--- config.mk ---
export PLATFORM = sky130hd
export DESIGN_NAME = weight_stream_loader_flat
export DESIGN_NICKNAME = d
export VERILOG_FILES = /design/src/rtl/weight_stream_loader_if.sv /design/src/rtl/weight_stream_loader.sv /design/src/flat_wrapper.sv
export SDC_FILE = /design/constraint.sdc
export NUM_CORES = 1
export LEC_CHECK = 0
export BUFFER_PORTS_ARGS = -buffer_cell sky130_fd_sc_hd__buf_4
export CORE_UTILIZATION = 58
export CTS_CLUSTER_SIZE = 25
export DETAILED_ROUTE_END_ITERATION = 10
export GPL_ROUTABILITY_DRIVEN = 0
export PLACE_DENSITY = 0.86
export SYNTH_ARGS = -nofsm -noshare
export SYNTH_HDL_FRONTEND = slang
export SYNTH_SLANG_ARGS = --single-unit
--- constraint.sdc ---
create_clock -name clk -period 6.1 [get_ports clk]
set_input_delay 1.83 -clock clk [delete_from_list [all_inputs] [get_ports clk]]
set_output_delay 1.83 -clock clk [all_outputs]
set_load 0.005 [all_outputs]
--- src/rtl/weight_stream_loader_if.sv ---
`default_nettype none
// ============================================================================
// weight_stream_loader_if
// Stream input plus weight-memory write port of the weight stream loader.
// Revision: 1.0
// ============================================================================
interface weight_stream_loader_if;
    logic [31:0] s_data;
    logic        s_valid;
    logic        s_ready;
    logic        abort;
    logic        weight_valid;
    logic [31:0] weight_value;
    logic [31:0] config_layer_no;
    logic [31:0] config_neuron_no;
    logic        busy;
    logic        done;
    logic        error;

    modport master (
        output s_data, s_valid, abort,
        input  s_ready, weight_valid, weight_value, config_layer_no,
               config_neuron_no, busy, done, error
    );

    modport slave (
        input  s_data, s_valid, abort,
        output s_ready, weight_valid, weight_value, config_layer_no,
               config_neuron_no, busy, done, error
    );
endinterface
`default_nettype wire

--- src/rtl/weight_stream_loader.sv ---
`default_nettype none
// ============================================================================
// weight_stream_loader
// Turns a header+payload word stream into tagged per-neuron weight writes.
// Revision: 1.0
// ============================================================================
module weight_stream_loader #(
    parameter int DATA_BITS   = 16,
    parameter int NUM_WEIGHTS = 784,
    parameter int MAX_NEURONS = 1024,
    parameter int MAX_LAYERS  = 8
) (
    input  logic                  clk,
    input  logic                  reset,
    weight_stream_loader_if.slave bus
);
    localparam int WCNT_W = (NUM_WEIGHTS > 1) ? $clog2(NUM_WEIGHTS) : 1;
    localparam logic [WCNT_W-1:0] C_WCNT_LAST = WCNT_W'(NUM_WEIGHTS - 1);

    typedef enum logic [1:0] {
        S_IDLE = 2'd0,
        S_LOAD = 2'd1,
        S_DONE = 2'd2
    } state_t;

    state_t            state_q, state_d;
    logic [WCNT_W-1:0] wcnt_q, wcnt_d;
    logic [15:0]       ncnt_q, ncnt_d;
    logic [15:0]       layer_q, layer_d;
    logic [15:0]       count_q, count_d;
    logic              wv_q, wv_d;
    logic              done_q, done_d;
    logic              err_q, err_d;
    logic [31:0]       wval_q, wval_d;
    logic [31:0]       cl_q, cl_d;
    logic [31:0]       cn_q, cn_d;

    logic              w_ready;
    logic              w_accept;
    logic              w_hdr_bad;
    logic [15:0]       w_hdr_layer;
    logic [15:0]       w_hdr_count;

    assign w_ready     = ((state_q == S_IDLE) || (state_q == S_LOAD)) && !bus.abort;
    assign w_accept    = bus.s_valid && w_ready;
    assign w_hdr_layer = bus.s_data[31:16];
    assign w_hdr_count = bus.s_data[15:0];
    assign w_hdr_bad   = (w_hdr_count == 16'd0)
                      || ({16'd0, w_hdr_count} >  $unsigned(MAX_NEURONS))
                      || ({16'd0, w_hdr_layer} >= $unsigned(MAX_LAYERS));

    always_comb begin
        state_d = state_q;
        wcnt_d  = wcnt_q;
        ncnt_d  = ncnt_q;
        layer_d = layer_q;
        count_d = count_q;
        wv_d    = 1'b0;
        done_d  = 1'b0;
        err_d   = 1'b0;
        wval_d  = wval_q;
        cl_d    = cl_q;
        cn_d    = cn_q;

        case (state_q)
            S_IDLE: begin
                if (w_accept) begin
                    if (w_hdr_bad) begin
                        err_d = 1'b1;
                    end else begin
                        layer_d = w_hdr_layer;
                        count_d = w_hdr_count;
                        wcnt_d  = '0;
                        ncnt_d  = '0;
                        state_d = S_LOAD;
                    end
                end
            end
            S_LOAD: begin
                if (bus.abort) begin
                    wcnt_d  = '0;
                    ncnt_d  = '0;
                    state_d = S_IDLE;
                end else if (w_accept) begin
                    wv_d   = 1'b1;
                    wval_d = 32'($signed(bus.s_data[DATA_BITS-1:0]));
                    cl_d   = {16'd0, layer_q};
                    cn_d   = {16'd0, ncnt_q};
                    if (wcnt_q == C_WCNT_LAST) begin
                        wcnt_d = '0;
                        // Final weight of the final neuron closes the layer.
                        if (ncnt_q == count_q - 16'd1) begin
                            ncnt_d  = '0;
                            state_d = S_DONE;
                        end else begin
                            ncnt_d = ncnt_q + 16'd1;
                        end
                    end else begin
                        wcnt_d = wcnt_q + WCNT_W'(1);
                    end
                end
            end
            S_DONE: begin
                done_d  = 1'b1;
                state_d = S_IDLE;
            end
            default: begin
                state_d = S_IDLE;
            end
        endcase
    end

    always_ff @(posedge clk or negedge reset) begin
        if (!reset) begin
            state_q <= S_IDLE;
            wcnt_q  <= '0;
            ncnt_q  <= '0;
            layer_q <= '0;
            count_q <= '0;
            wv_q    <= 1'b0;
            done_q  <= 1'b0;
            err_q   <= 1'b0;
            wval_q  <= '0;
            cl_q    <= '0;
            cn_q    <= '0;
        end else begin
            state_q <= state_d;
            wcnt_q  <= wcnt_d;
            ncnt_q  <= ncnt_d;
            layer_q <= layer_d;
            count_q <= count_d;
            wv_q    <= wv_d;
            done_q  <= done_d;
            err_q   <= err_d;
            wval_q  <= wval_d;
            cl_q    <= cl_d;
            cn_q    <= cn_d;
        end
    end

    assign bus.s_ready          = w_ready;
    assign bus.weight_valid     = wv_q;
    assign bus.weight_value     = wval_q;
    assign bus.config_layer_no  = cl_q;
    assign bus.config_neuron_no = cn_q;
    assign bus.busy             = (state_q == S_LOAD) || (state_q == S_DONE);
    assign bus.done             = done_q;
    assign bus.error            = err_q;
endmodule
`default_nettype wire

--- src/flat_wrapper.sv ---
// flat-port wrapper written by rule: the top's interface ports become plain ports
module weight_stream_loader_flat 
#(
    parameter int DATA_BITS   = 16,
    parameter int NUM_WEIGHTS = 784,
    parameter int MAX_NEURONS = 1024,
    parameter int MAX_LAYERS  = 8
)
  (clk, reset, bus_s_data, bus_s_valid, bus_abort, bus_s_ready, bus_weight_valid, bus_weight_value, bus_config_layer_no, bus_config_neuron_no, bus_busy, bus_done, bus_error);
  weight_stream_loader_if bus_i ();
  input  logic clk;
  input  logic reset;
  input wire logic [$bits(bus_i.s_data)-1:0] bus_s_data;
  input wire logic [$bits(bus_i.s_valid)-1:0] bus_s_valid;
  input wire logic [$bits(bus_i.abort)-1:0] bus_abort;
  output wire logic [$bits(bus_i.s_ready)-1:0] bus_s_ready;
  output wire logic [$bits(bus_i.weight_valid)-1:0] bus_weight_valid;
  output wire logic [$bits(bus_i.weight_value)-1:0] bus_weight_value;
  output wire logic [$bits(bus_i.config_layer_no)-1:0] bus_config_layer_no;
  output wire logic [$bits(bus_i.config_neuron_no)-1:0] bus_config_neuron_no;
  output wire logic [$bits(bus_i.busy)-1:0] bus_busy;
  output wire logic [$bits(bus_i.done)-1:0] bus_done;
  output wire logic [$bits(bus_i.error)-1:0] bus_error;
  assign bus_i.s_data = bus_s_data;
  assign bus_i.s_valid = bus_s_valid;
  assign bus_i.abort = bus_abort;
  assign bus_s_ready = bus_i.s_ready;
  assign bus_weight_valid = bus_i.weight_valid;
  assign bus_weight_value = bus_i.weight_value;
  assign bus_config_layer_no = bus_i.config_layer_no;
  assign bus_config_neuron_no = bus_i.config_neuron_no;
  assign bus_busy = bus_i.busy;
  assign bus_done = bus_i.done;
  assign bus_error = bus_i.error;
  weight_stream_loader #(.DATA_BITS(DATA_BITS), .NUM_WEIGHTS(NUM_WEIGHTS), .MAX_NEURONS(MAX_NEURONS), .MAX_LAYERS(MAX_LAYERS)) u_core (.clk(clk), .reset(reset), .bus(bus_i));
endmodule
== Yosys cells after proc, flatten, opt, wreduce, memory -nomap -nowiden ==
Cells that the tools add are included.

* Add/sub/neg operators: 3
* $lt $le $gt $ge: 2
* Equality and inequality tests: 9
* Mux-type cells: 27
* Bitwise gates (word level): 2
* Reductions and logical operators: 15

{| class="wikitable"
|+ Operators by type and width
! operator !! number
|-
| $mux 16 || 6
|-
| $mux 10 || 5
|-
| $pmux 16 s2 || 1
|-
| $pmux 10 s2 || 1
|-
| $add 16x1->16 const B || 1
|-
| $eq 16x16->1 || 1
|-
| $ge 16x4->1 const B || 1
|-
| $gt 16x11->1 const B || 1
|-
| $logic_not 16->1 || 1
|-
| $sub 16x1->16 const B || 1
|-
| $mux 2 || 6
|-
| $add 10x1->10 const B || 1
|-
| $eq 10x10->1 const B || 1
|-
| $reduce_and 5->1 || 2
|-
| $mux 1 || 7
|-
| $ne 3x3->1 const B || 2
|-
| $reduce_and 3->1 || 2
|-
| $logic_or 1x1->1 || 4
|-
| $pmux 2 s2 || 1
|-
| $reduce_and 4->1 || 1
|-
| $ne 3x2->1 const B || 1
|-
| $eq 2x1->1 const B || 1
|-
| $eq 2x2->1 const B || 1
|-
| $logic_and 1x1->1 || 2
|-
| 6 further kinds || 7
|}

* Register bits after elaboration: 111
* Input port bits: 36
* Output and inout port bits: 101
* Word-level logic and storage cells: 69

== Depth between registers and ports, before layout ==
Gate-level depths: netlist (run 1).

* Depth in word-level cells: 7
* Gate-level depth with buffers: 12
* Depth with buffers taken out: 9

== Worst setup path after synthesis (run 1) ==
No wires, ideal clock.

* Kind: input-to-reg
* From: input port bus_s_data[7]
* To: register u_core.wcnt_q[7]
* Setup time: 0.131 ns
* Data arrival time: 3.734 ns
* Required time: 5.969 ns
* Slack: 2.236 ns
* Cell stages on the path: 8
* Path buffers: 1
* Path through: or4_1 o31ai_1 and4bb_2 a21boi_0 clkbuf_1 nor4b_1 xnor2_1 nor2_1

* Word-level cells in the longest chain between the ends: 5
* Elaborated cells on any way between the ends: 6
* Classes of those cells: order compare: 1; eq/ne: 1; reduce/logical: 4

{| class="wikitable"
|+ Ends and longest elaborated chain
! item !! RTL line !! RTL
|-
| from (decl) || flat_wrapper.sv:13 || <nowiki>input wire logic [$bits(bus_i.s_data)-1:0] bus_s_data;</nowiki>
|-
| $gt 16x11->1 or $logic_not 16->1 (tied branches) || weight_stream_loader.sv:49, weight_stream_loader.sv:48 ||
|-
| $logic_or 1x1->1 * || weight_stream_loader.sv:49 || <nowiki>|| ({16'd0, w_hdr_count} > $unsigned(MAX_NEURONS))</nowiki>
|-
| $logic_or 1x1->1 * || weight_stream_loader.sv:50 || <nowiki>|| ({16'd0, w_hdr_layer} >= $unsigned(MAX_LAYERS));</nowiki>
|-
| $ne 2x2->1 (no line) * || n/a ||
|-
| $reduce_and 4->1 (no line) * || n/a ||
|-
| to (signal assigned) || weight_stream_loader.sv:128 || <nowiki>wcnt_q <= wcnt_d;</nowiki>
|-
| to (decl) || weight_stream_loader.sv:27 || <nowiki>logic [WCNT_W-1:0] wcnt_q, wcnt_d;</nowiki>
|}

Mark *: on every way between the ends. The rest lies on a longest branch, timed or not.
A chain may end at the register's enable or synchronous reset.

== Worst setup path after layout (run 1) ==
* From: input port bus_s_data[7]
* To: register u_core.ncnt_q[14]

* Word-level cells in the longest chain between the ends: 5
* Elaborated cells on any way between the ends: 6
* Classes of those cells: order compare: 1; eq/ne: 1; reduce/logical: 4

{| class="wikitable"
|+ Ends and longest elaborated chain
! item !! RTL line !! RTL
|-
| $gt 16x11->1 or $logic_not 16->1 (tied branches) || weight_stream_loader.sv:49, weight_stream_loader.sv:48 ||
|-
| $logic_or 1x1->1 * || weight_stream_loader.sv:49 ||
|-
| $logic_or 1x1->1 * || weight_stream_loader.sv:50 ||
|-
| $ne 2x2->1 (no line) * || n/a ||
|-
| $reduce_and 5->1 (no line) * || n/a ||
|-
| to (signal assigned) || weight_stream_loader.sv:129 || <nowiki>ncnt_q <= ncnt_d;</nowiki>
|-
| to (decl) || weight_stream_loader.sv:28 || <nowiki>logic [15:0] ncnt_q, ncnt_d;</nowiki>
|}

Marked as above.

==> reports/qor.csv, run 1 <==
stage,metric,value,unit
die,initial_core_utilization,60.6,%
placed_design,post-dp-hpwl,8.56,mm
layout,fin_util,69.2,%
clock_network,post_cts_resize_count,0,
setup_path,setup.worst_path.end_class,register,
drt,post_drt_wl_per_cell,16.0,µm
power_and_ir_drop,largest_vdd_supply_drop,0.177,mV
grt,globalRoute.totalOverflow,0,
layout,layout.nets,656,
sta,finalCriticalPeriod,4.23,ns
clock_network,clkLatencyLatePin,0.39,ns
setup_path,setup.reg_to_reg.worst_slack,2.24,ns
run,drv.max_cap_violation_count,0,
layout,nFillCells,735,
setup_path,r2r_cells,9,
placed_design,place.port_buffers,104,
die,die-width,101,µm
grt,first_global_vias,4058,
logic_synthesis,synth_seq_area_share,48.9,%
logic_synthesis,count_leader_synth,sky130_fd_sc_hd__dfrtp_1,
layout,multi_input_area,2430,µm²
layout,drive_gt1_share,30.5,%
layout,layoutNonFillerInstCount,748,
setup_path,critical_path.startpoint_type,primary input,
setup_path,worst_path_max_stage_delay,0.57,ns
logic_synthesis,yosys_register_bits,111,
setup_path,regToRegStartpoint,u_core.count_q[0],
die,floorplan.die.height,101,µm
sta,timing.final.hold_violations,0,
sta,timing_worst_slew_pin_value,0.978,ns
layout,regArea,2780,µm²
clock_network,clock_path_buffers,2,
grt,grt_max_degree,76,
setup_path,cp_max_fo,14,
logic_synthesis,synth_largest_type_area_fraction,48.9,%
sta,max_clock_freq,236,MHz
drt,initialDrtViolationCount,247,
setup_path,worst_ep_required_time,6.36,ns
power_and_ir_drop,leakagePower,3.15,nW
clock_network,cts_made_buffers,9,
layout,antenna_cells_inserted,0,
layout,layout-area-overhead-vs-synth,14.2,%
drt,via_per_inst,5.70,
run_status,outcome,finished clean,
sta,rsz0062_at_grt,no,
placed_design,detailed_place.area,6270,µm²
clock_network,cts.reportedPaths.clkPinSlew,0.12,ns
hold_path,cell_depth_of_the_worst_hold_path,2,
hold_path,hold_start,u_core.bus.config_neuron_no[5],
logic_synthesis,synth_async_sr_flop_share,100,%
clock_network,cts_tree,done,
logic_synthesis,yosys_warnings,0,
setup_path,cpMostUsedCell,sky130_fd_sc_hd__buf_4,
sta,final.setup_skew,0.0158,ns
drt,drt_pre_antenna_iters,7,
sta,setup_slack,1.87,ns
sta,max-slew-margin-rel,34.6,%
logic_synthesis,netlist_area,5680,µm²
logic_synthesis,yosys.cell_types.count,56,
grt,global_route_wire_length_before_repair,19.5,mm
sta,period_share,69.3,%
drt,routed_wl,12.0,mm
die,core_region_area,9370,µm²
logic_synthesis,syn-mean-instance-area,10.5,µm²
clock_network,cts_root_buffer,sky130_fd_sc_hd__clkbuf_8,
setup_path,regToRegEndpoint,u_core.ncnt_q[14],
sta,final-setup-viol-count,0,
logic_synthesis,synth_common_cells,"sky130_fd_sc_hd__dfrtp_1, sky130_fd_sc_hd__mux2_2, sky130_fd_sc_hd__buf_4, sky130_fd_sc_hd__nand2_1, sky130_fd_sc_hd__o21ai_0",
logic_synthesis,synth_flop_cell,sky130_fd_sc_hd__dfrtp_1,
grt,grt_use_total,24.3,%
logic_synthesis,post_synth_inst_count,539,
sta,timing.hold.ws,0.495,ns
grt,grt_antenna_before_repair,0,
drt,via_count,4263,
logic_synthesis,synth_top_cells_by_area,"sky130_fd_sc_hd__dfrtp_1, sky130_fd_sc_hd__mux2_2, sky130_fd_sc_hd__buf_4",
clock_network,cts_hold_buf,0,
placed_design,pre_cts_slack,1.51,ns
power_and_ir_drop,power.density_cell_area,315,nW/µm²
hold_path,whs_endpoint,u_core.bus.config_neuron_no[5],
clock_network,tritoncts_num_sinks,111,
sta,final-max-slew-violation-count,0,
hold_path,hold_path_class,register to register,
die,die_area,10200,µm²
logic_synthesis,netlist.top_cell.by_area,sky130_fd_sc_hd__dfrtp_1,
logic_synthesis,synth_edf_count,0,
drt,drt_drc_violations_left,0,
power_and_ir_drop,power,2.04,mW
setup_path,crit_path_top_delay_cell,sky130_fd_sc_hd__or4_1,
drt,final_antenna_net_count,0,
die,placement_rows,35,
die,top_level_ports,137,
setup_path,critPathKind,primary input to register,
setup_path,crit_chain,buf_4 > or4_1 > o31ai_1 > and4bb_2 > a21boi_0 > buf_4 > nor2_1 > nand3_2 > o311ai_0,
clock_network,cts_post_setup_buffers_inserted,0,
placed_design,post-place-cells,732,
setup_path,crit_arrival,4.49,ns
sta,fin_tns_setup,0,ns
clock_network,clock_tree.htree_level_count,3,
layout,post-route-cell-area,6480,µm²
-- layer usage --
metal,track usage (%),up-vias,share of wire (%)
met5,0,-,0
met4,7.69,0,1.2
met3,5.20,20,5.7
met2,42.0,148,52
met1,30.6,2110,41
li1,-,1985,-
-- worst max-delay path, delay by kind of cell --
family	cells	cell delay [ns]
AOI/OAI and AO/OA	3	0.83
buffers and inverters	2	0.31
and+or+nand+nor	4	1.52
-- power by group --
part           leakage [nW]  switching, mW  internal, mW
Clock                 0.101          0.281         0.166
Combinational          1.55          0.288         0.328
Sequential             1.50          0.118         0.858
Total                  3.15          0.688          1.35
-- logic make-up (layout without fill, tap and decap cells) --
group / count (synthesis) / count (layout) / synth area share, %
buffers and inverters: 98 / 147 / 10.3
adder cells (fa/ha/maj): 6 / 6 / 1.32
multiplexers: 55 / 55 / 10.9
flip-flops: 111 / 111 / 48.9
AND/OR/NAND/NOR: 170 / 170 / 16.3
other: 1 / 32 / 0.0661
XOR/XNOR: 19 / 19 / 2.93
AO/OA/AOI/OAI: 79 / 79 / 9.28
-- cells in the final DEF, fill, tap and decap left out, types with 4 or more instances in the layout --
cell type,netlist,final
sky130_fd_sc_hd__a31oi_1,11,11
sky130_fd_sc_hd__and2_1,20,20
sky130_fd_sc_hd__and3_1,5,5
sky130_fd_sc_hd__buf_4,49,109
sky130_fd_sc_hd__clkbuf_8,0,9
sky130_fd_sc_hd__conb_1,1,32
sky130_fd_sc_hd__dfrtp_1,111,111
sky130_fd_sc_hd__ha_1,6,6
sky130_fd_sc_hd__inv_1,22,22
sky130_fd_sc_hd__mux2_2,53,53
sky130_fd_sc_hd__nand2_1,43,42
sky130_fd_sc_hd__nand2b_1,5,5
sky130_fd_sc_hd__nand3_1,13,13
sky130_fd_sc_hd__nand4_1,7,7
sky130_fd_sc_hd__nor2_1,22,22
sky130_fd_sc_hd__nor2b_1,4,4
sky130_fd_sc_hd__nor3_1,7,7
sky130_fd_sc_hd__nor4_1,15,15
sky130_fd_sc_hd__o211ai_1,5,5
sky130_fd_sc_hd__o21ai_0,23,23
sky130_fd_sc_hd__o22ai_1,9,9
sky130_fd_sc_hd__o311ai_0,5,5
sky130_fd_sc_hd__o31ai_1,6,6
sky130_fd_sc_hd__o41ai_1,4,4
sky130_fd_sc_hd__or2_2,4,4
sky130_fd_sc_hd__or4_1,9,9
sky130_fd_sc_hd__xnor2_1,10,10
sky130_fd_sc_hd__xor2_1,9,9
-- worst max-delay path by stage --
stage               cells after the start  slack, ns           endpoint     startpoint
floorplan                               8       2.24   u_core.wcnt_q[7]  bus_s_data[7]
global placement                        9       1.69  u_core.ncnt_q[14]  bus_s_data[7]
detailed placement                      9       1.51  u_core.ncnt_q[14]  bus_s_data[7]
CTS                                     9       1.89  u_core.ncnt_q[14]  bus_s_data[7]
global route                            9       1.64  u_core.ncnt_q[14]  bus_s_data[7]
finish                                  9       1.87  u_core.ncnt_q[14]  bus_s_data[7]
-- final cells by class --
cell class	count	area share [%]
clock buffers	9	1.91
clock inverters	7	1.27
inverters	22	1.27
multi-input cells	361	37.6
flip-flops and latches	111	42.9
well taps	129	2.49
repair buffers	109	12.6
-- sequential cells by signal (all words and copies together), names as in the netlist --
register,cells
u_core.layer_q,16
u_core.bus.error,1
u_core.wcnt_q,10
u_core.bus.config_layer_no,16
u_core.state_q,2
u_core.bus.config_neuron_no,16
u_core.bus.done,1
u_core.bus.weight_value,16
u_core.count_q,16
u_core.ncnt_q,16
u_core.bus.weight_valid,1
No activity file was read; power rests on OpenSTA's default activity.
==> run 2: changes to the inputs <==
--- a/config.mk
+++ b/config.mk
@@ -5,12 +5,13 @@
 export SDC_FILE = /design/constraint.sdc
 export NUM_CORES = 1
 export LEC_CHECK = 0
+export ABC_AREA = 1
 export BUFFER_PORTS_ARGS = -buffer_cell sky130_fd_sc_hd__buf_4
-export CORE_UTILIZATION = 58
+export CORE_UTILIZATION = 49
 export CTS_CLUSTER_SIZE = 25
 export DETAILED_ROUTE_END_ITERATION = 10
 export GPL_ROUTABILITY_DRIVEN = 0
-export PLACE_DENSITY = 0.86
+export PLACE_DENSITY = 0.76
 export SYNTH_ARGS = -nofsm -noshare
 export SYNTH_HDL_FRONTEND = slang
 export SYNTH_SLANG_ARGS = --single-unit
==> constraint.sdc (replaced) <==
create_clock -name clk -period 3.7 [get_ports clk]
set_input_delay 1.11 -clock clk [delete_from_list [all_inputs] [get_ports clk]]
set_output_delay 1.11 -clock clk [all_outputs]
set_load 0.005 [all_outputs]
==> reports/qor.csv, run 2 <==
stage,metric,value,unit,change
logic_synthesis,synth_common_cells,"sky130_fd_sc_hd__nand2_1, sky130_fd_sc_hd__dfrtp_1, sky130_fd_sc_hd__nor2_1, sky130_fd_sc_hd__inv_1, sky130_fd_sc_hd__buf_4",,
setup_path,setup.reg_to_reg.worst_slack,1.33,ns,-0.91 ns
setup_path,worst_path_max_stage_delay,0.42,ns,-0.15 ns
setup_path,cpMostUsedCell,sky130_fd_sc_hd__nand2_1,,
sta,fin_tns_setup,0,ns,unchanged
drt,met3RoutedLength,546,µm,-20%
sta,final-setup-viol-count,0,,unchanged
setup_path,critPathKind,primary input to register,,
drt,via_count,4965,,+16%
logic_synthesis,synth_edf_count,0,,unchanged
drt,via_per_inst,4.88,,-14%
layout,layout.nets,912,,+39%
setup_path,setup.worst_path.end_class,register,,
sta,finalCriticalPeriod,2.79,ns,
setup_path,crit_arrival,3.07,ns,-1.42 ns
setup_path,critical_path.startpoint_type,primary input,,
setup_path,worst_ep_required_time,3.98,ns,-2.38 ns
clock_network,cts_post_setup_buffers_inserted,0,,unchanged
hold_path,whs_endpoint,u_core.layer_q[8],,
layout,nFillCells,1069,,+45%
sta,final-max-slew-violation-count,0,,unchanged
grt,grt_antenna_before_repair,0,,unchanged
sta,final.setup_skew,0.00476,ns,-0.0111 ns
setup_path,buf_inv_on_cp,1,,-1
clock_network,cts_hold_buf,0,,unchanged
power_and_ir_drop,leakagePower,3.87,nW,+23%
drt,final_antenna_net_count,0,,unchanged
sta,timing_worst_slew_pin_value,1.01,ns,+0.0328 ns
clock_network,post_cts_resize_count,0,,unchanged
placed_design,place.port_buffers,104,,unchanged
die,initial_core_utilization,51.3,%,-9.3 points
drt,post_drt_wl_per_cell,12.2,µm,-24%
sta,timing.final.hold_violations,0,,unchanged
drt,initialDrtViolationCount,246,,-0.40%
clock_network,clkLatencyLatePin,0.35,ns,-0.04 ns
sta,max-slew-margin-rel,32.6,%,-2.0 points
layout,layout-area-overhead-vs-synth,16.4,%,
layout,leading_cell_type_in_the_layout_fill_and_taps_excluded,sky130_fd_sc_hd__nand2_1,,
grt,first_global_vias,4594,,+13%
drt,m1WireLength,5.84,mm,+18%
logic_synthesis,netlist.top_cell.by_area,sky130_fd_sc_hd__dfrtp_1,,
hold_path,cell_depth_of_the_worst_hold_path,2,,unchanged
hold_path,hold_start,u_core.layer_q[8],,
logic_synthesis,synth_async_sr_flop_share,100,%,unchanged
grt,global_route_wire_length_before_repair,21.4,mm,+10%
clock_network,clock_tree.htree_level_count,3,,unchanged
setup_path,crit_chain,buf_4 > or2_1 > nor2_1 > nand2_1 > nor2_1 > nand3_1 > nand2_2 > nand3_4 > nor2_4 > nand2_1 > nand2_1 > nand2_1 > nor2_1,,
die,top_level_ports,137,,unchanged
clock_network,cts_root_buffer,sky130_fd_sc_hd__clkbuf_16,,
die,die-width,112,µm,+11%
logic_synthesis,syn-mean-instance-area,7.62,µm²,-28%
placed_design,pre_cts_slack,0.575,ns,-0.937 ns
logic_synthesis,post_synth_inst_count,785,,+46%
placed_design,post-dp-hpwl,9.07,mm,+6.0%
clock_network,clock_path_buffers,2,,unchanged
run_status,outcome,finished clean,,
drt,drt_drc_violations_left,0,,unchanged
grt,globalRoute.totalOverflow,0,,unchanged
logic_synthesis,synth_largest_type_area_fraction,46.5,%,-2.5 points
grt,grt_use_total,21.2,%,-3.1 points
logic_synthesis,synth_top_cells_by_area,"sky130_fd_sc_hd__dfrtp_1, sky130_fd_sc_hd__nand2_1, sky130_fd_sc_hd__buf_4",,
die,floorplan.die.height,112,µm,+11%
layout,drive_gt1_share,18.2,%,-12 points
sta,setup_slack,0.910,ns,-0.962 ns
run,drv.max_cap_violation_count,0,,unchanged
logic_synthesis,yosys.cell_types.count,39,,-30%
setup_path,regToRegStartpoint,u_core.state_q[0],,
clock_network,tritoncts_num_sinks,111,,unchanged
logic_synthesis,yosys_register_bits,111,,unchanged
setup_path,crit_path_top_delay_cell,sky130_fd_sc_hd__nor2_4,,
sta,rsz0062_at_grt,no,,
die,core_region_area,11700,µm²,+24%
layout,commonest_cells_after_routing_fill_and_taps_aside,"sky130_fd_sc_hd__nand2_1, sky130_fd_sc_hd__dfrtp_1, sky130_fd_sc_hd__buf_4",,
setup_path,cp_max_fo,20,,+6
die,placement_rows,39,,+11%
drt,drt_pre_antenna_iters,7,,unchanged
clock_network,cts_made_buffers,9,,unchanged
setup_path,worstSetupPathDepth,13,,+4
setup_path,worst_path_dominant_cell_family,simple AND/OR/NAND/NOR gates,,
drt,top_routing_layer_in_use,met4,,
setup_path,r2r_cells,12,,+3
logic_synthesis,synth_seq_area_share,46.5,%,-2.5 points
layout,antenna_cells_inserted,0,,unchanged
power_and_ir_drop,largest_vdd_supply_drop,0.351,mV,+98%
clock_network,cts.reportedPaths.clkPinSlew,0.08,ns,-0.04 ns
drt,met2WireLength,5.75,mm,-7.1%
logic_synthesis,netlist_area,5980,µm²,+5.3%
clock_network,cts_tree,done,,
sta,max_clock_freq,358,MHz,
power_and_ir_drop,power.density_cell_area,527,nW/µm²,+68%
die,die_area,12600,µm²,+24%
hold_path,hold_path_class,register to register,,
sta,period_share,75.4,%,
setup_path,regToRegEndpoint,u_core.ncnt_q[2],,
logic_synthesis,yosys_warnings,0,,unchanged
logic_synthesis,synth_flop_cell,sky130_fd_sc_hd__dfrtp_1,,
drt,routed_wl,12.4,mm,+3.3%
logic_synthesis,count_leader_synth,sky130_fd_sc_hd__nand2_1,,
grt,grt_max_degree,67,,-12%
power_and_ir_drop,power,3.67,mW,+80%
## run 2: changes by cell type in the layout (fill, tap and decap cells not counted), sizes merged, moves of 7 or more
| cell | delta |
|---|---|
| a21oi | +11 |
| o22ai | -7 |
| mux2 | -48 |
| a31oi | -11 |
| nor2 | +75 |
| nor3 | +7 |
| and2 | -19 |
| inv | +62 |
| or4 | -10 |
| o21ai | +12 |
| nand2 | +227 |
| nand3 | +30 |
| nor4 | -13 |
## run 2: stage by stage
step,utilization [%],cells,area (µm²),hold WS [ns]
finish,59.7,1018,6960,0.467
global route,59.7,1018,6960,0.494
CTS,59.7,1018,6960,0.472
detailed placement,57.0,1002,6650,0.451
global placement,57.0,1002,6650,0.449
floorplan,-,816,6100,0.436
## run 2: worst max path at each step
stage / end / startpoint / slack, ns
2_1_floorplan: u_core.count_q[8] / bus_s_data[27] / 1.22
3_3_place_gp: u_core.ncnt_q[11] / bus_s_data[31] / 0.58
3_5_place_dp: u_core.ncnt_q[11] / bus_s_data[31] / 0.58
4_1_cts: u_core.ncnt_q[2] / bus_s_data[31] / 0.93
5_1_grt: u_core.ncnt_q[5] / bus_s_data[31] / 0.71
6_report: u_core.ncnt_q[2] / bus_s_data[31] / 0.91
## run 2: cell type report
cell class	count	area, µm²	share of cell area (%)
Sequential cell	111	2780	39.9
Multi-Input combinational cell	552	2540	36.4
Timing Repair Buffer	109	831	11.9
Inverter	87	329	4.73
Clock buffer	9	225	3.24
Tap cell	143	179	2.57
Clock inverter	7	82.6	1.19
## run 2: report_power, final
part           internal, mW  switching, mW
sequential             1.40          0.140
combinational         0.516          0.621
clock                 0.533          0.455
## run 2: metal layers
metal / vias to the layer above / global-route usage (%)
met4: 0 / 8.36
li1: 2527 / -
met2: 142 / 34.1
met1: 2274 / 28.7
met3: 22 / 3.40
met5: - / 0
## run 2: kinds of logic after synthesis
logic type | synth area share, %
AND/OR/NAND/NOR | 31.6
buffers and inverters | 13.1
multiplexers | 0.942
XOR/XNOR | 1.76
adder cells (fa/ha/maj) | 1.26
flip-flops | 46.5
other | 0.0627
AO/OA/AOI/OAI | 4.90
## run 2: worst min-delay path, stage by stage (launching register included)
cell and delay (ns):
sky130_fd_sc_hd__dfrtp_1 0.34, sky130_fd_sc_hd__nand2_1 0.05, sky130_fd_sc_hd__inv_1 0.04
==> run 3: changes to the inputs <==
==> constraint.sdc (replaced) <==
create_clock -name clk -period 2.3 [get_ports clk]
set_input_delay 0.69 -clock clk [delete_from_list [all_inputs] [get_ports clk]]
set_output_delay 0.69 -clock clk [all_outputs]
set_load 0.005 [all_outputs]
==> reports/qor.csv, run 3 (synthesis results as in run 2) <==
stage,metric,value,unit,change
setup_path,worst_ep_required_time,1.61,ns,-2.37 ns
setup_path,worst_setup_path_endpoint,bus_s_ready,,
setup_path,setup.worst_path.end_class,primary output,,
power_and_ir_drop,pwr-share-comb,33.0,%,+2.0 points
power_and_ir_drop,power_frac_seq,39.7,%,-2.3 points
run,drv.max_cap_violation_count,0,,unchanged
die,top_level_ports,137,,unchanged
setup_path,critPathKind,register to primary output,,
die,core_region_area,11700,µm²,unchanged
clock_network,tritoncts_num_sinks,111,,unchanged
drt,via_count,5054,,+1.8%
setup_path,regToRegEndpoint,u_core.ncnt_q[4],,
die,placement_rows,39,,unchanged
setup_path,setup.reg_to_reg.worst_slack,0.16,ns,-1.17 ns
die,initial_core_utilization,51.3,%,unchanged
sta,max_clock_freq,461,MHz,
drt,drt_pre_antenna_iters,5,,-2
run_status,outcome,finished clean,,
setup_path,worst_path_max_stage_delay,0.40,ns,-0.02 ns
power_and_ir_drop,swShare,31.9,%,-1.3 points
clock_network,cts_tree,done,,
power_and_ir_drop,power.density_cell_area,858,nW/µm²,+63%
setup_path,crit_chain,inv_1 > ha_1 > inv_2 > a21oi_4 > buf_4,,
setup_path,critical_path.startpoint_type,register,,
layout,multi_input_area,2570,µm²,+1.2%
drt,via_per_inst,4.84,,-0.84%
sta,timing.final.hold_violations,0,,unchanged
power_and_ir_drop,internal_power,4.24,mW,+73%
power_and_ir_drop,power_switching,1.99,mW,+63%
sta,final-setup-viol-count,0,,unchanged
setup_path,r2r_cells,13,,+1
grt,globalRoute.totalOverflow,0,,unchanged
grt,grt_use_total,21.4,%,+0.27 points
sta,fin_tns_setup,0,ns,unchanged
die,die-width,112,µm,unchanged
power_and_ir_drop,power.clock.fraction,27.3,%,+0.4 points
grt,first_global_vias,4730,,+3.0%
setup_path,regToRegStartpoint,u_core.count_q[1],,
sta,period_share,94.3,%,
placed_design,post-dp-hpwl,9.24,mm,+1.8%
clock_network,clock_path_buffers,2,,unchanged
die,die_area,12600,µm²,unchanged
setup_path,worst_path_dominant_cell_family,flip-flops,,
layout,layout.nets,939,,+3.0%
clock_network,clock_tree.htree_level_count,3,,unchanged
power_and_ir_drop,leakagePower,4.04,nW,+4.4%
drt,drt_drc_violations_left,0,,unchanged
layout,fin_util,62.3,%,+2.6 points
drt,initialDrtViolationCount,237,,-3.7%
die,floorplan.die.height,112,µm,unchanged
layout,antenna_cells_inserted,0,,unchanged
power_and_ir_drop,largest_vdd_supply_drop,0.852,mV,+140%
layout,nFillCells,1030,,-3.6%
sta,final-max-slew-violation-count,0,,unchanged
clock_network,cts_root_buffer,sky130_fd_sc_hd__clkbuf_16,,
clock_network,clkLatencyLatePin,0.35,ns,about the same
layout,leading_cell_type_in_the_layout_fill_and_taps_excluded,sky130_fd_sc_hd__nand2_1,,
grt,global_route_wire_length_before_repair,21.6,mm,+0.80%
layout,regArea,2780,µm²,unchanged
layout,commonest_cells_after_routing_fill_and_taps_aside,"sky130_fd_sc_hd__nand2_1, sky130_fd_sc_hd__buf_4, sky130_fd_sc_hd__dfrtp_1",,
setup_path,crit_arrival,1.48,ns,-1.59 ns
hold_path,hold_path_class,primary input to async pin,,
layout,drive_gt1_share,21.0,%,+2.8 points
clock_network,cts_made_buffers,9,,unchanged
sta,finalCriticalPeriod,2.17,ns,
setup_path,worstSetupPathDepth,5,,-8
drt,routed_wl,12.7,mm,+2.7%
sta,final.setup_skew,0.00564,ns,+0.000885 ns
drt,post_drt_wl_per_cell,12.2,µm,about the same
placed_design,place.port_buffers,104,,unchanged
grt,grt_antenna_before_repair,0,,unchanged
setup_path,cp_max_fo,4,,-80%
setup_path,worst_setup_path_startpoint,u_core.state_q[1],,
clock_network,cts.reportedPaths.clkPinSlew,0.07,ns,about the same
sta,timing.hold.ws,0.299,ns,-0.169 ns
power_and_ir_drop,power,6.23,mW,+70%
setup_path,buf_inv_on_cp,3,,+2
setup_path,crit_path_top_delay_cell,sky130_fd_sc_hd__dfrtp_1,,
grt,grt_max_degree,67,,unchanged
layout,layout-area-overhead-vs-synth,21.5,%,
drt,final_antenna_net_count,0,,unchanged
## run 3: area by class of cell
type,instances,area share (%)
timing repair buffer,136,14.9
multi-input combinational,552,35.3
inverter,87,4.53
clock buffer,10,3.29
tap,143,2.46
clock inverter,6,1.26
sequential,111,38.2
## run 3: routing by layer
metal / share of wire [%] / global-route usage, % / vias to the layer above
met5: 0 / 0 / -
met4: 2.0 / 8.53 / 0
met3: 5.6 / 3.46 / 19
met2: 47 / 36.5 / 167
met1: 45 / 27.4 / 2292
li1: - / - / 2576
## run 3: worst min path at each step
stage                            startpoint                       endpoint  slack [ns]  depth (start not counted)
after floorplan                       reset  u_core.bus.config_layer_no[0]        0.39                          0
after global placement    u_core.layer_q[7]              u_core.layer_q[7]        0.45                          2
after detailed placement  u_core.layer_q[8]              u_core.layer_q[8]        0.45                          2
after CTS                             reset               u_core.wcnt_q[4]        0.31                          1
after global routing                  reset               u_core.wcnt_q[9]        0.34                          1
final                                 reset               u_core.wcnt_q[4]        0.30                          1
## run 3: power by group through the flow
stage | sequential, mW | combinational [mW] | clock, mW
finish | 2.48 | 2.06 | 1.70
CTS | 2.48 | 2.06 | 1.74
floorplan | 2.51 | 1.21 | 0
global placement | 2.51 | 2.02 | 0
detailed placement | 2.52 | 2.04 | 0
global route | 2.52 | 2.30 | 1.84
## run 3: through the flow
stage               setup slack [ns]  instances  area (µm²)
finish                         0.132       1045        7270
global route                -0.00519       1045        7270
CTS                           0.0537       1041        7210
detailed placement            -0.144       1025        6880
global placement             -0.0970       1025        6880
floorplan                      0.244        816        6100
## run 3: timing repair
| item | in CTS | in global routing |
|---|---|---|
| endpoints found under the setup margin | 0 | 15 |
| buffers inserted | 0 | 4 |
| hold buffers | 0 | 0 |
| gates resized for setup | 0 | 6 |
